`config.mk`:
```
export PLATFORM = sky130hd
export DESIGN_NAME = instr_sequencer
export DESIGN_NICKNAME = d
export VERILOG_FILES = /design/src/rtl/instr_sequencer.sv
export SDC_FILE = /design/constraint.sdc
export NUM_CORES = 1
export LEC_CHECK = 0
export BUFFER_PORTS_ARGS = -buffer_cell sky130_fd_sc_hd__buf_2
export CAP_MARGIN = 20
export CORE_MARGIN = 2
export CORE_UTILIZATION = 45
export CTS_CLUSTER_DIAMETER = 100
export DETAILED_ROUTE_END_ITERATION = 6
export PLACE_DENSITY = 0.65
export SYNTH_ARGS = -nofsm -noshare
export SYNTH_HDL_FRONTEND = slang
export SYNTH_SLANG_ARGS = --single-unit
```
`constraint.sdc`:
```
create_clock -name clk -period 4.8 [get_ports clk]
set_input_delay 0.96 -clock clk [delete_from_list [all_inputs] [get_ports clk]]
set_output_delay 0.96 -clock clk [all_outputs]
set_load 0.01 [all_outputs]
```
`src/rtl/instr_sequencer.sv`:
```
// instr_sequencer: multi-cycle control sequencer for an ARM-style core.
// Accepts one instruction at a time and steps it through decode, execute,
// multiply, memory, block-transfer, branch, write-back and retire states.
// Every strobe is registered except undef. undef depends on cond_pass, and
// cond_pass is only sampled during DECODE.
module instr_sequencer #(
    parameter int MUL_CYCLES  = 2,
    parameter int MULL_CYCLES = 3
) (
    input  logic        clk,
    input  logic        rst,
    input  logic        instr_valid,
    input  logic [31:0] opcode,
    input  logic [3:0]  dec,
    input  logic        cond_pass,
    input  logic        mem_ready,
    output logic        instr_ready,
    output logic        alu_en,
    output logic        mul_en,
    output logic        mem_req,
    output logic        mem_we,
    output logic [3:0]  blk_idx,
    output logic        reg_wr_en,
    output logic        link_wr,
    output logic        pc_load,
    output logic        undef,
    output logic        done
);

    typedef enum logic [3:0] {
        IDLE   = 4'd0,
        DECODE = 4'd1,
        EXEC   = 4'd2,
        MUL    = 4'd3,
        MEM    = 4'd4,
        BLOCK  = 4'd5,
        BRANCH = 4'd6,
        WB     = 4'd7,
        DONE   = 4'd8
    } state_t;

    state_t      state;
    logic [31:0] op_q;
    logic [3:0]  dec_q;
    logic [7:0]  cnt;
    logic [15:0] mask;
    logic        swap_wr;
    logic [15:0] mask_cleared;

    // Index of the lowest pending register in a block-transfer list.
    function automatic logic [3:0] lowest_set(input logic [15:0] m);
        logic [3:0] idx;
        idx = 4'd0;
        for (int i = 15; i >= 0; i--) begin
            if (m[i]) idx = 4'(i);
        end
        return idx;
    endfunction

    // Classes 0 and 12-15 have no defined behaviour.
    function automatic logic is_undef_class(input logic [3:0] d);
        return (d == 4'd0) || (d >= 4'd12);
    endfunction

    // Pending mask after the current lowest transfer completes.
    always_comb begin
        mask_cleared = mask & ~(16'h0001 << lowest_set(mask));
    end

    // Trap is raised during the decode cycle itself when the class is unusable.
    always_comb begin
        undef = (state == DECODE) && cond_pass && is_undef_class(dec_q);
    end

    // Sequencer state, captured instruction and registered strobes.
    always_ff @(posedge clk or posedge rst) begin
        if (rst) begin
            state       <= IDLE;
            op_q        <= 32'd0;
            dec_q       <= 4'd0;
            cnt         <= 8'd0;
            mask        <= 16'd0;
            swap_wr     <= 1'b0;
            instr_ready <= 1'b1;
            alu_en      <= 1'b0;
            mul_en      <= 1'b0;
            mem_req     <= 1'b0;
            mem_we      <= 1'b0;
            blk_idx     <= 4'd0;
            reg_wr_en   <= 1'b0;
            link_wr     <= 1'b0;
            pc_load     <= 1'b0;
            done        <= 1'b0;
        end else begin
            // Strobes default low; each transition raises what the next state needs.
            instr_ready <= 1'b0;
            alu_en      <= 1'b0;
            mul_en      <= 1'b0;
            mem_req     <= 1'b0;
            mem_we      <= 1'b0;
            blk_idx     <= 4'd0;
            reg_wr_en   <= 1'b0;
            link_wr     <= 1'b0;
            pc_load     <= 1'b0;
            done        <= 1'b0;

            case (state)
                IDLE: begin
                    if (instr_valid) begin
                        op_q  <= opcode;
                        dec_q <= dec;
                        state <= DECODE;
                    end else begin
                        instr_ready <= 1'b1;
                    end
                end

                DECODE: begin
                    if (!cond_pass) begin
                        state <= DONE;
                        done  <= 1'b1;
                    end else begin
                        case (dec_q)
                            4'd7, 4'd11: begin
                                state  <= EXEC;
                                alu_en <= 1'b1;
                            end
                            4'd1: begin
                                state  <= MUL;
                                mul_en <= 1'b1;
                                cnt    <= 8'(MUL_CYCLES - 1);
                            end
                            4'd2: begin
                                state  <= MUL;
                                mul_en <= 1'b1;
                                cnt    <= 8'(MULL_CYCLES - 1);
                            end
                            4'd3: begin
                                // Swap always reads first.
                                state   <= MEM;
                                mem_req <= 1'b1;
                                mem_we  <= 1'b0;
                                swap_wr <= 1'b0;
                            end
                            4'd4, 4'd5, 4'd6, 4'd8: begin
                                state   <= MEM;
                                mem_req <= 1'b1;
                                mem_we  <= ~op_q[20];
                                swap_wr <= 1'b0;
                            end
                            4'd9: begin
                                state <= BLOCK;
                                mask  <= op_q[15:0];
                                if (op_q[15:0] != 16'd0) begin
                                    mem_req <= 1'b1;
                                    mem_we  <= ~op_q[20];
                                    blk_idx <= lowest_set(op_q[15:0]);
                                end
                            end
                            4'd10: begin
                                state     <= BRANCH;
                                pc_load   <= 1'b1;
                                reg_wr_en <= op_q[24];
                                link_wr   <= op_q[24];
                            end
                            default: begin
                                // Undefined class: trap already signalled, no retire.
                                state       <= IDLE;
                                instr_ready <= 1'b1;
                            end
                        endcase
                    end
                end

                EXEC: begin
                    state     <= WB;
                    reg_wr_en <= 1'b1;
                end

                MUL: begin
                    if (cnt == 8'd0) begin
                        state     <= WB;
                        reg_wr_en <= 1'b1;
                    end else begin
                        cnt    <= cnt - 8'd1;
                        mul_en <= 1'b1;
                    end
                end

                MEM: begin
                    if (mem_ready) begin
                        if (dec_q == 4'd3) begin
                            if (!swap_wr) begin
                                // Read half of the swap done; issue the write.
                                swap_wr <= 1'b1;
                                mem_req <= 1'b1;
                                mem_we  <= 1'b1;
                            end else begin
                                state     <= WB;
                                reg_wr_en <= 1'b1;
                            end
                        end else if (op_q[20]) begin
                            state     <= WB;
                            reg_wr_en <= 1'b1;
                        end else begin
                            state <= DONE;
                            done  <= 1'b1;
                        end
                    end else begin
                        mem_req <= 1'b1;
                        mem_we  <= mem_we;
                    end
                end

                BLOCK: begin
                    if (mask == 16'd0) begin
                        state <= DONE;
                        done  <= 1'b1;
                    end else if (mem_ready) begin
                        mask <= mask_cleared;
                        if (mask_cleared == 16'd0) begin
                            state <= DONE;
                            done  <= 1'b1;
                        end else begin
                            mem_req <= 1'b1;
                            mem_we  <= ~op_q[20];
                            blk_idx <= lowest_set(mask_cleared);
                        end
                    end else begin
                        mem_req <= 1'b1;
                        mem_we  <= ~op_q[20];
                        blk_idx <= lowest_set(mask);
                    end
                end

                BRANCH: begin
                    state <= DONE;
                    done  <= 1'b1;
                end

                WB: begin
                    state <= DONE;
                    done  <= 1'b1;
                end

                DONE: begin
                    state       <= IDLE;
                    instr_ready <= 1'b1;
                end

                default: begin
                    state       <= IDLE;
                    instr_ready <= 1'b1;
                end
            endcase
        end
    end

endmodule
```
Yosys cells after proc, flatten, opt, wreduce, memory -nomap -nowiden --
Cells that the tools add are included.
Storage, ports and cells: register bits 71, latch bits 0, logic and storage cells 208, memory bits (read-only) 0, bits in writable memories 0, output and inout bits 14, memories kept 0
Cells by class: bitwise logic cells 3, magnitude comparators 1, equal/unequal tests 32, div/mod/pow operators 0, muxes and demuxes 130, add/sub/neg operators 1, $mul 0, shift operators 1, reduce and logical (&&, ||, !) cells 24
Operator list (count):
- two-way mux 4 bit | 64
- two-way mux 16 bit | 4
- two-way mux 1 bit | 45
- equality test 4 x 3 -> 1 bit, second input constant | 8
- zero test 16 bit | 2
- one-hot mux 16 bit (2 select lines) | 1
- one-hot mux 8 bit (2 select lines) | 2
- one-hot mux 4 bit (7 select lines) | 1
- inequality test 2 bit, second input constant | 9
- bitwise AND 16 bit | 1
- equality test 4 x 2 -> 1 bit, second input constant | 4
- equality test 4 bit, second input constant | 4
- two-way mux 8 bit | 2
- NOT 16 bit | 1
- nonzero test 16 bit | 1
- << shifter 1 x 4 -> 16 bit, first input constant | 1
- one-hot mux 3 bit (5 select lines) | 1
- OR reduction 11 bit | 1
- AND reduction 5 bit | 2
- inequality test 3 bit, second input constant | 3
- one-hot mux 1 bit (3 select lines) | 3
- equality test 4 x 1 -> 1 bit, second input constant | 2
- zero test 4 bit | 2
- zero test 8 bit | 1
- 18 further kinds | 27

Longest topological paths before layout --
Gate-level depths: netlist of the first run.
depth after elaboration 39, gate-level depth with buffers 10, gate-level depth less buffers 8

Worst setup path before layout of the first run --
OpenSTA, ideal clock, no wires.
path type register -> register, from register mask[5], to register done, arrival time 2543 ps, data required time 4732 ps, path buffers 1, setup time 68 ps, stages on the path, launching flop included 10, period minus slack after synthesis 2611 ps, path slack 2189 ps, cells stage by stage dfrtp_1 buf_6 nor4_4 and4_1 o21ai_2 maj3_2 o21bai_4 or4b_4 o21ai_4 and4b_1
Between the ends: cells in the longest elaborated chain, start to end 14
RTL lines:
- start, declared | RTL line 46 | logic [15:0] mask;
- start signal, assigned | RTL line 153 | mask <= op_q[15:0];
- start signal, assigned | RTL line 220 | mask <= mask_cleared;
- two-way mux 4 bit | RTL line 55 | if (m[i]) idx = 4'(i);
- two-way mux 4 bit (3 in series)
- two-way mux 4 bit (2 in series) | RTL line 55
- << shifter 1 x 4 -> 16 bit | RTL line 67 | mask_cleared = mask & ~(16'h0001 << lowest_set(mask));
- NOT 16 bit | RTL line 67
- bitwise AND 16 bit | RTL line 67
- zero test 16 bit | RTL line 221 | if (mask_cleared == 16'd0) begin
- two-way mux 1 bit | RTL line 221
- two-way mux 1 bit | RTL line 219 | end else if (mem_ready) begin
- two-way mux 1 bit (*) | RTL line 216 | if (mask == 16'd0) begin
- one-hot mux 1 bit (4 select lines) (*) | RTL line 107 | case (state)
- end signal, assigned | RTL line 105 | done <= 1'b0;
- end signal, assigned | RTL line 218 | done <= 1'b1;
- end signal, assigned | RTL line 223 | done <= 1'b1;
- end, declared | RTL line 27 | output logic done
Every way passes the cells marked *; elsewhere a longest branch is shown, timed or not. A chain may end at the register's enable or synchronous reset.

Worst setup path in the final report of the first run --
from register mask[1], to register mem_req
Between the ends: cells in the longest elaborated chain, start to end 10
RTL lines:
- two-way mux 4 bit (2 in series) | RTL line 55
- << shifter 1 x 4 -> 16 bit | RTL line 67
- NOT 16 bit | RTL line 67
- bitwise AND 16 bit | RTL line 67
- zero test 16 bit | RTL line 221
- two-way mux 1 bit | RTL line 221
- two-way mux 1 bit | RTL line 219
- two-way mux 1 bit (*) | RTL line 216
- one-hot mux 1 bit (3 select lines) (*) | RTL line 107
- end signal, assigned | RTL line 210 | mem_req <= 1'b1;
- end signal, assigned | RTL line 225 | mem_req <= 1'b1;
- end signal, assigned | RTL line 230 | mem_req <= 1'b1;
- end, declared | RTL line 20 | output logic mem_req,
Marked as above.

==> results of run 1 <==
-- final timing paths --
check | startpoint | end | slack, ps | depth (start not counted)
max | mask[1] | mem_req | 1730 | 8
min | cnt[0] | cnt[0] | 490 | 1
max reg2reg | mask[1] | mem_req | 1730 | 8
min reg2reg | cnt[0] | cnt[0] | 490 | 1
max in group asynchronous | rst | op_q[2] | 3270 | 3
min in group asynchronous | rst | blk_idx[2] | 600 | 2
-- final cells by class --
cell class	instances	area, um^2
inverters	15	56.3
multi-input cells	317	2090
flip-flops and latches	64	1600
repair buffers	44	226
clock inverters	5	56.3
fillers	803	3950
clock buffers	11	141
well taps	105	131
-- registers in the layout (all words and copies together), names as in the netlist --
| register | flops |
|---|---|
| link_wr | 1 |
| op_q | 18 |
| mem_we | 1 |
| mask | 16 |
| dec_q | 4 |
| instr_ready | 1 |
| mem_req | 1 |
| mul_en | 1 |
| reg_wr_en | 1 |
| done | 1 |
| swap_wr | 1 |
| alu_en | 1 |
| blk_idx | 4 |
| cnt | 8 |
| state | 4 |
| pc_load | 1 |
-- Yosys cell counts, types with 3 or more instances --
library cell | number | area (um^2)
a211oi_1 | 3 | 22.5
a21oi_1 | 17 | 85.1
a22o_1 | 9 | 78.8
a31oi_1 | 6 | 37.5
and2_1 | 3 | 18.8
buf_1 | 3 | 11.3
buf_2 | 3 | 15.0
buf_6 | 3 | 33.8
clkbuf_1 | 13 | 48.8
dfrtp_1 | 63 | 1580
inv_1 | 15 | 56.3
mux2_2 | 23 | 259
nand2_1 | 37 | 139
nand2b_1 | 10 | 62.6
nand3_1 | 12 | 60.1
nand3b_1 | 5 | 37.5
nand4_1 | 5 | 31.3
nor2_1 | 43 | 161
nor2b_1 | 8 | 50.1
nor3_1 | 10 | 50.1
nor4_1 | 8 | 50.1
nor4b_1 | 3 | 26.3
o211ai_1 | 3 | 22.5
o21a_1 | 4 | 30.0
o21ai_0 | 36 | 180
o22ai_1 | 4 | 25.0
o311ai_0 | 3 | 26.3
o31ai_1 | 5 | 37.5
or4_1 | 4 | 30.0
xnor2_1 | 5 | 43.8
xor2_1 | 4 | 35.0
-- cell families after synthesis --
logic type / count (synthesis) / share of synthesized area
simple gates: 162 / 0.223
fa+ha+maj: 3 / 0.00876
xor+xnor: 9 / 0.0204
mux: 24 / 0.0697
buf+inv: 37 / 0.0428
compound gates: 119 / 0.220
flops: 64 / 0.416
-- critical path: cells and delay by family, from the launching register on --
kind            cells  cell delay [ps]
simple gates        5             1560
compound gates      3              810
flops               1              540
-- stage by stage --
| step | hold WS (ps) | util | cells | total power [mW] |
|---|---|---|---|---|
| floorplan | 450 | - | 418 | 2.18 |
| global placement | 468 | 0.497 | 544 | 2.46 |
| detailed placement | 476 | 0.497 | 545 | 2.50 |
| CTS | 486 | 0.521 | 561 | 2.98 |
| global route | 516 | 0.521 | 561 | 3.22 |
| finish | 488 | 0.521 | 561 | 2.98 |
-- routing by layer --
metal,part of all wire,track usage
met5,0,0
met2,0.44,0.297
met3,0.049,0.0365
met4,0.019,0.0739
met1,0.49,0.317
-- power by group --
part / switching, mW / internal [mW]
logic: 0.742 / 0.631
registers: 0.378 / 0.767
clock network: 0.211 / 0.253
total: 1.33 / 1.65
==> reports/metrics.csv, run 1 <==
metric;value;unit
outcome;finished clean;
Clock Pin Slew Worst Setup and Hold Paths;70;ps
final setup margin;1730;ps
Final Skew;12.2;ps
final hold viol count;0;
commonest non-fill, non-tap cells in the layout;dfrtp_1 (63), nor2_1 (43), buf_2 (40), nand2_1 (37), o21ai_0 (36);
leakage power;1.83;nW
vias in the first global route;3007;
Worst-Margin Slew;1010;ps
mapped cell area;3860;um^2
Peak VDD IR;0.365;mV
worst path required time;4990;ps
via count;3338;
Main synth FF type;dfrtp_1;
I/O Buffers;40;
total inserted antenna cells;0;
Setup TNS;0;ps
CP startpoint kind;flip-flop;
hold_buf cts;0;
slowest stage cell, crit path;or4b_4;
drt drc;0;
pre-CTS setup slack;1780;ps
largest net degree at the start of global routing;46;
Die ar.;9330;um^2
aggregate global routing overflow;0;
initial core utilization;0.467;
fin crit share;0.639;
area grow syn2layout;11.6;%
first-pass GRT wire length;14.9;mm
H-tree lvl count;3;
DR pass1 iterations;5;
clock buffer depth;2;
layout net count;493;
Syn Inst Count;418;
Max Cap Viol;0;
Avg Inst Size Synth;9.23;um^2
Max Clk Rate;326;MHz
Hold Crit Class;flip-flop to flip-flop;
minimum clock period after layout;3070;ps
Detail Route Antenna Nets;0;
clk sink count;64;
DP Area;4110;um^2
Total GRT Usage;0.209;
die height;96.6;um
final wirelength;9.01;mm
later-pin clock latency in the skew report;340;ps
initial antenna violation count;0;
FFs w/ async S/R, synth;1.00;
Slew headroom;0.323;
per-cell routed wire length;16.1;um
CTS tree;built;
Worst Setup Path Type;flip-flop to flip-flop;
Critical Path End Type;flip-flop;
Post-Syn Nets;460;
vias per cell;5.95;
Post-CTS Resized;0;
YS warnings;0;
Num CTS Buffers;9;
Max Slew Vio Count;0;
GPL Wtd Cong;0.980;
I/O pins;55;
root buffer cell;clkbuf_8;
setup violators final;0;
Post-CTS Setup Bufs;0;
number of synthesized flops with an enable pin;0;
CP arrival;3260;ps
critical-path cell list;nor2_2, o311ai_4, or2_4, o31ai_1, nand3b_1, or4b_4, o21ai_4, nand4_1;
RSZ-0062 raised after global routing;false;
initial DRC count;274;
core area;8260;um^2
commonest non-fill, non-tap cell in the layout;dfrtp_1;
CP peak stage delay;570;ps
Final Cell Area;4300;um^2
row count;33;
register area share after synthesis;0.416;
FF+latch count, synth;64;
share of cells above drive strength 1;0.219;
crit-path max FO;11;
Post-DP HPWL;6.67;mm
pwr/cell area;693;nW/um^2
count of cell types in the netlist;69;
Horiz. Die Dim;96.6;um
Note: power is estimated with default switching activity, not from simulation.
==> run 2, diff against run 1 <==
clock period = 3 ns   (was 4.8 ns; I/O delays follow)
==> reports/metrics.csv, run 2 (synthesized netlist as in run 1, its figures left out) <==
metric;value;unit
CP arrival;3060;ps
initial DRC count;251;
Setup TNS;0;ps
Peak VDD IR;0.587;mV
Critical Path End Type;flip-flop;
leakage power;1.98;nW
Reg2Reg Setup Slack;130;ps
Post-DP HPWL;7.12;mm
share of cells above drive strength 1;0.266;
R2R Path Start;mask[5];
minimum clock period after layout;2870;ps
H-tree lvl count;3;
die height;96.6;um
setup violators final;0;
Die ar.;9330;um^2
R2R cell count;8;
Max Clk Rate;348;MHz
Worst-Margin Slew;709;ps
initial antenna violation count;0;
Worst Setup Path Type;flip-flop to flip-flop;
clock buffer depth;2;
pwr/cell area;1140;nW/um^2
crit-path max FO;6;
per-cell routed wire length;16.0;um
worst r2r dst;mem_req;
final wirelength;9.38;mm
Top reg by flops;op_q;
Slew headroom;0.520;
Max Cap Viol;0;
worst path required time;3190;ps
clk sink count;64;
Top Registers;op_q x18, mask x16, cnt x8;
row count;33;
Detail Route Antenna Nets;0;
Max Slew Vio Count;0;
commonest non-fill, non-tap cells in the layout;dfrtp_1 (63), nor2_1 (43), buf_2 (40), nand2_1 (37), o21ai_0 (36);
vias per cell;5.76;
aggregate global routing overflow;0;
initial core utilization;0.467;
final hold viol count;0;
CP startpoint kind;flip-flop;
Hold WS;291;ps
layout net count;519;
Hold Crit Class;primary input to asynchronous set/reset pin;
Horiz. Die Dim;96.6;um
first-pass GRT wire length;15.5;mm
I/O Buffers;40;
Total GRT Usage;0.216;
via count;3383;
outcome;finished clean;
max reg flops;18;
fin crit share;0.958;
CTS tree;built;
Post-CTS Setup Bufs;0;
area grow syn2layout;18.1;%
total inserted antenna cells;0;
vias in the first global route;3172;
Worst Setup SP;mask[5];
Final Skew;10.9;ps
Num CTS Buffers;9;
I/O pins;55;
commonest non-fill, non-tap cell in the layout;dfrtp_1;
Clock Pin Slew Worst Setup and Hold Paths;70;ps
root buffer cell;clkbuf_8;
GPL Wtd Cong;0.918;
DR pass1 iterations;4;
largest net degree at the start of global routing;26;
RSZ-0062 raised after global routing;false;
drt drc;0;
later-pin clock latency in the skew report;340;ps
core area;8260;um^2
## run 2: changes by cell type in the layout (fill, tap and decap cells not counted)
cell        change
bufinv_16       +2
clkinvlp_4      -1
nor4_2          +1
buf_1           -1
buf_4          +27
nor4_1          -1
clkinv_2        -1
## run 2: metrics by stage
stage,cell area (um^2),setup slack [ps],util,power (mW),instances
global placement,4310,202,0.521,4.20,571
detailed placement,4310,145,0.521,4.25,571
floorplan,3860,389,-,3.49,418
global route,4560,7.05,0.552,5.56,587
CTS,4550,127,0.551,5.17,587
finish,4560,125,0.552,5.18,587
## run 2: power by group
part	internal, mW	total (mW)	leakage [nW]	switching (mW)
sequential	1.23	1.75	0.804	0.520
clock	0.575	0.910	0.124	0.335
combinational	1.19	2.52	1.06	1.32
total	3.00	5.18	1.98	2.18
## run 2: cell type report
class | instances | area [um^2]
clock buffer | 11 | 141
clock inverter | 5 | 104
fill | 777 | 3700
inverter | 15 | 56.3
multi-input combinational | 317 | 2100
sequential | 64 | 1600
tap | 105 | 131
timing repair buffer | 70 | 425
## run 2: critical path, stage by stage, from the launching register on
cell and delay, ps:
dfrtp_1 460, nor4_4 410, and4_1 300, o21ai_2 120, maj3_2 330, o21bai_4 190
or4b_4 600, o21ai_4 190, nand4_1 130
## run 2: routing by layer
metal | wire length [um] | vias up | global-route usage
met5 | 0 | - | 0
met4 | 109 | 0 | 0.0681
met3 | 632 | 11 | 0.0372
met2 | 4120 | 117 | 0.309
met1 | 4510 | 1596 | 0.332
li1 | - | 1659 | -
## run 2: worst max-delay path by stage
stage,depth (start not counted),end
finish,8,mem_req
floorplan,9,done
global route,8,mem_we
global placement,8,mem_req
CTS,8,done
detailed placement,8,state[3]
## run 2: what timing repair did
| action | in CTS | in global routing |
|---|---|---|
| gates resized for setup | 0 | 1 |
| hold buffers | 0 | 0 |
| endpoints found under the setup margin | 0 | 4 |
==> run 3, diff against run 2 <==
BUFFER_PORTS_ARGS = -buffer_cell sky130_fd_sc_hd__clkbuf_2   (was -buffer_cell sky130_fd_sc_hd__buf_2)
==> reports/metrics.csv, run 3 (synthesized netlist as in run 1, its figures left out) <==
metric;value;unit
Top Registers;op_q x18, mask x16, cnt x8;
Die ar.;9330;um^2
worst path required time;3270;ps
Max Cap Viol;0;
root buffer cell;clkbuf_8;
setup violators final;0;
max reg flops;18;
Clock Pin Slew Worst Setup and Hold Paths;80;ps
largest delay contributor family on the critical path;simple AND/OR/NAND/NOR gates;
first-pass GRT wire length;16.0;mm
total inserted antenna cells;0;
Top reg by flops;op_q;
aggregate global routing overflow;0;
initial core utilization;0.467;
Max Clk Rate;347;MHz
WP buf/inv;0;
pwr/cell area;1120;nW/um^2
per-cell routed wire length;16.6;um
clk sink count;64;
CP startpoint kind;flip-flop;
register area;1600;um^2
CTS tree;built;
DP Cell Count;568;
drt drc;0;
DR pass1 iterations;5;
vias per cell;5.87;
outcome;finished clean;
fin crit share;0.961;
I/O Buffers;40;
vias in the first global route;3125;
H-tree lvl count;3;
Hold Crit Class;primary input to asynchronous set/reset pin;
initial DRC count;347;
hold_buf cts;0;
Final Util;0.544;
Total GRT Usage;0.226;
Final Skew;10.4;ps
RSZ-0062 raised after global routing;false;
Critical Path End Type;flip-flop;
Worst Setup Path Type;flip-flop to flip-flop;
Max Slew Vio Count;0;
Hold WS;413;ps
minimum clock period after layout;2880;ps
Final Cell Area;4490;um^2
area grow syn2layout;16.4;%
later-pin clock latency in the skew report;350;ps
multi-input logic area;2090;um^2
commonest non-fill, non-tap cells in the layout;dfrtp_1 (63), nor2_1 (43), clkbuf_2 (40), nand2_1 (36), o21ai_0 (36);
final wirelength;9.69;mm
via count;3426;
Post-DP HPWL;7.21;mm
Setup TNS;0;ps
Num CTS Buffers;9;
commonest non-fill, non-tap cell in the layout;dfrtp_1;
GPL Wtd Cong;0.903;
row count;33;
layout net count;517;
# fillers;784;
share of cells above drive strength 1;0.263;
DP Area;4300;um^2
die height;96.6;um
Detail Route Antenna Nets;0;
critical-path cell list;nor4_1, and4_1, o21ai_2, maj3_2, o21bai_4, or4b_4, o21ai_4, and4b_1;
slowest stage cell, crit path;or4b_4;
Peak VDD IR;0.613;mV
Horiz. Die Dim;96.6;um
largest net degree at the start of global routing;39;
Worst-Margin Slew;864;ps
clock buffer depth;2;
crit-path max FO;7;
leakage power;1.95;nW
core area;8260;um^2
CP arrival;3160;ps
I/O pins;55;
Slew headroom;0.423;
final hold viol count;0;
initial antenna violation count;0;
post-route insts no fill;584;
CP peak stage delay;590;ps
[run 3: final timing paths]
kind / from / endpoint / slack (ps) / cells past startpoint
setup / recovery: mask[11] / done / 120 / 8
hold / removal: rst / cnt[4] / 410 / 2
setup reg to reg: mask[11] / done / 120 / 8
hold reg to reg: cnt[0] / cnt[0] / 500 / 1
max in group asynchronous: rst / mask[2] / 1950 / 3
min in group clk: opcode[24] / op_q[24] / 480 / 2
[run 3: layout make-up]
cell class,count,area share
Sequential cell,64,0.357
Clock inverter,6,0.0136
Timing Repair Buffer,68,0.0942
Clock buffer,9,0.0276
Multi-Input combinational cell,317,0.466
Tap cell,105,0.0292
Inverter,15,0.0125
[run 3: power breakdown]
group	total (mW)	internal [mW]	switching, mW
registers	1.72	1.23	0.495
logic	2.58	1.20	1.38
clock network	0.726	0.376	0.350
total	5.03	2.80	2.22
[run 3: timing repair]
| action | 4_1_cts | 5_1_grt |
|---|---|---|
| hold endpoints to repair | 0 | 0 |
| setup endpoints to repair | 0 | 7 |
| setup buffers | 0 | 1 |
| gates resized for setup | 0 | 3 |
[run 3: stage by stage]
stage / setup WS [ps] / power, mW
after floorplan: 389 / 3.49
after global placement: 198 / 4.19
after detailed placement: 136 / 4.26
after CTS: 97.7 / 4.99
after global routing: 14.7 / 5.39
final: 118 / 5.03
[run 3: layer usage]
layer,track usage,vias up,part of all wire
met1,0.349,1665,0.50
met4,0.0763,0,0.013
met5,0,-,0
met3,0.0365,10,0.050
met2,0.320,99,0.43
li1,-,1652,-
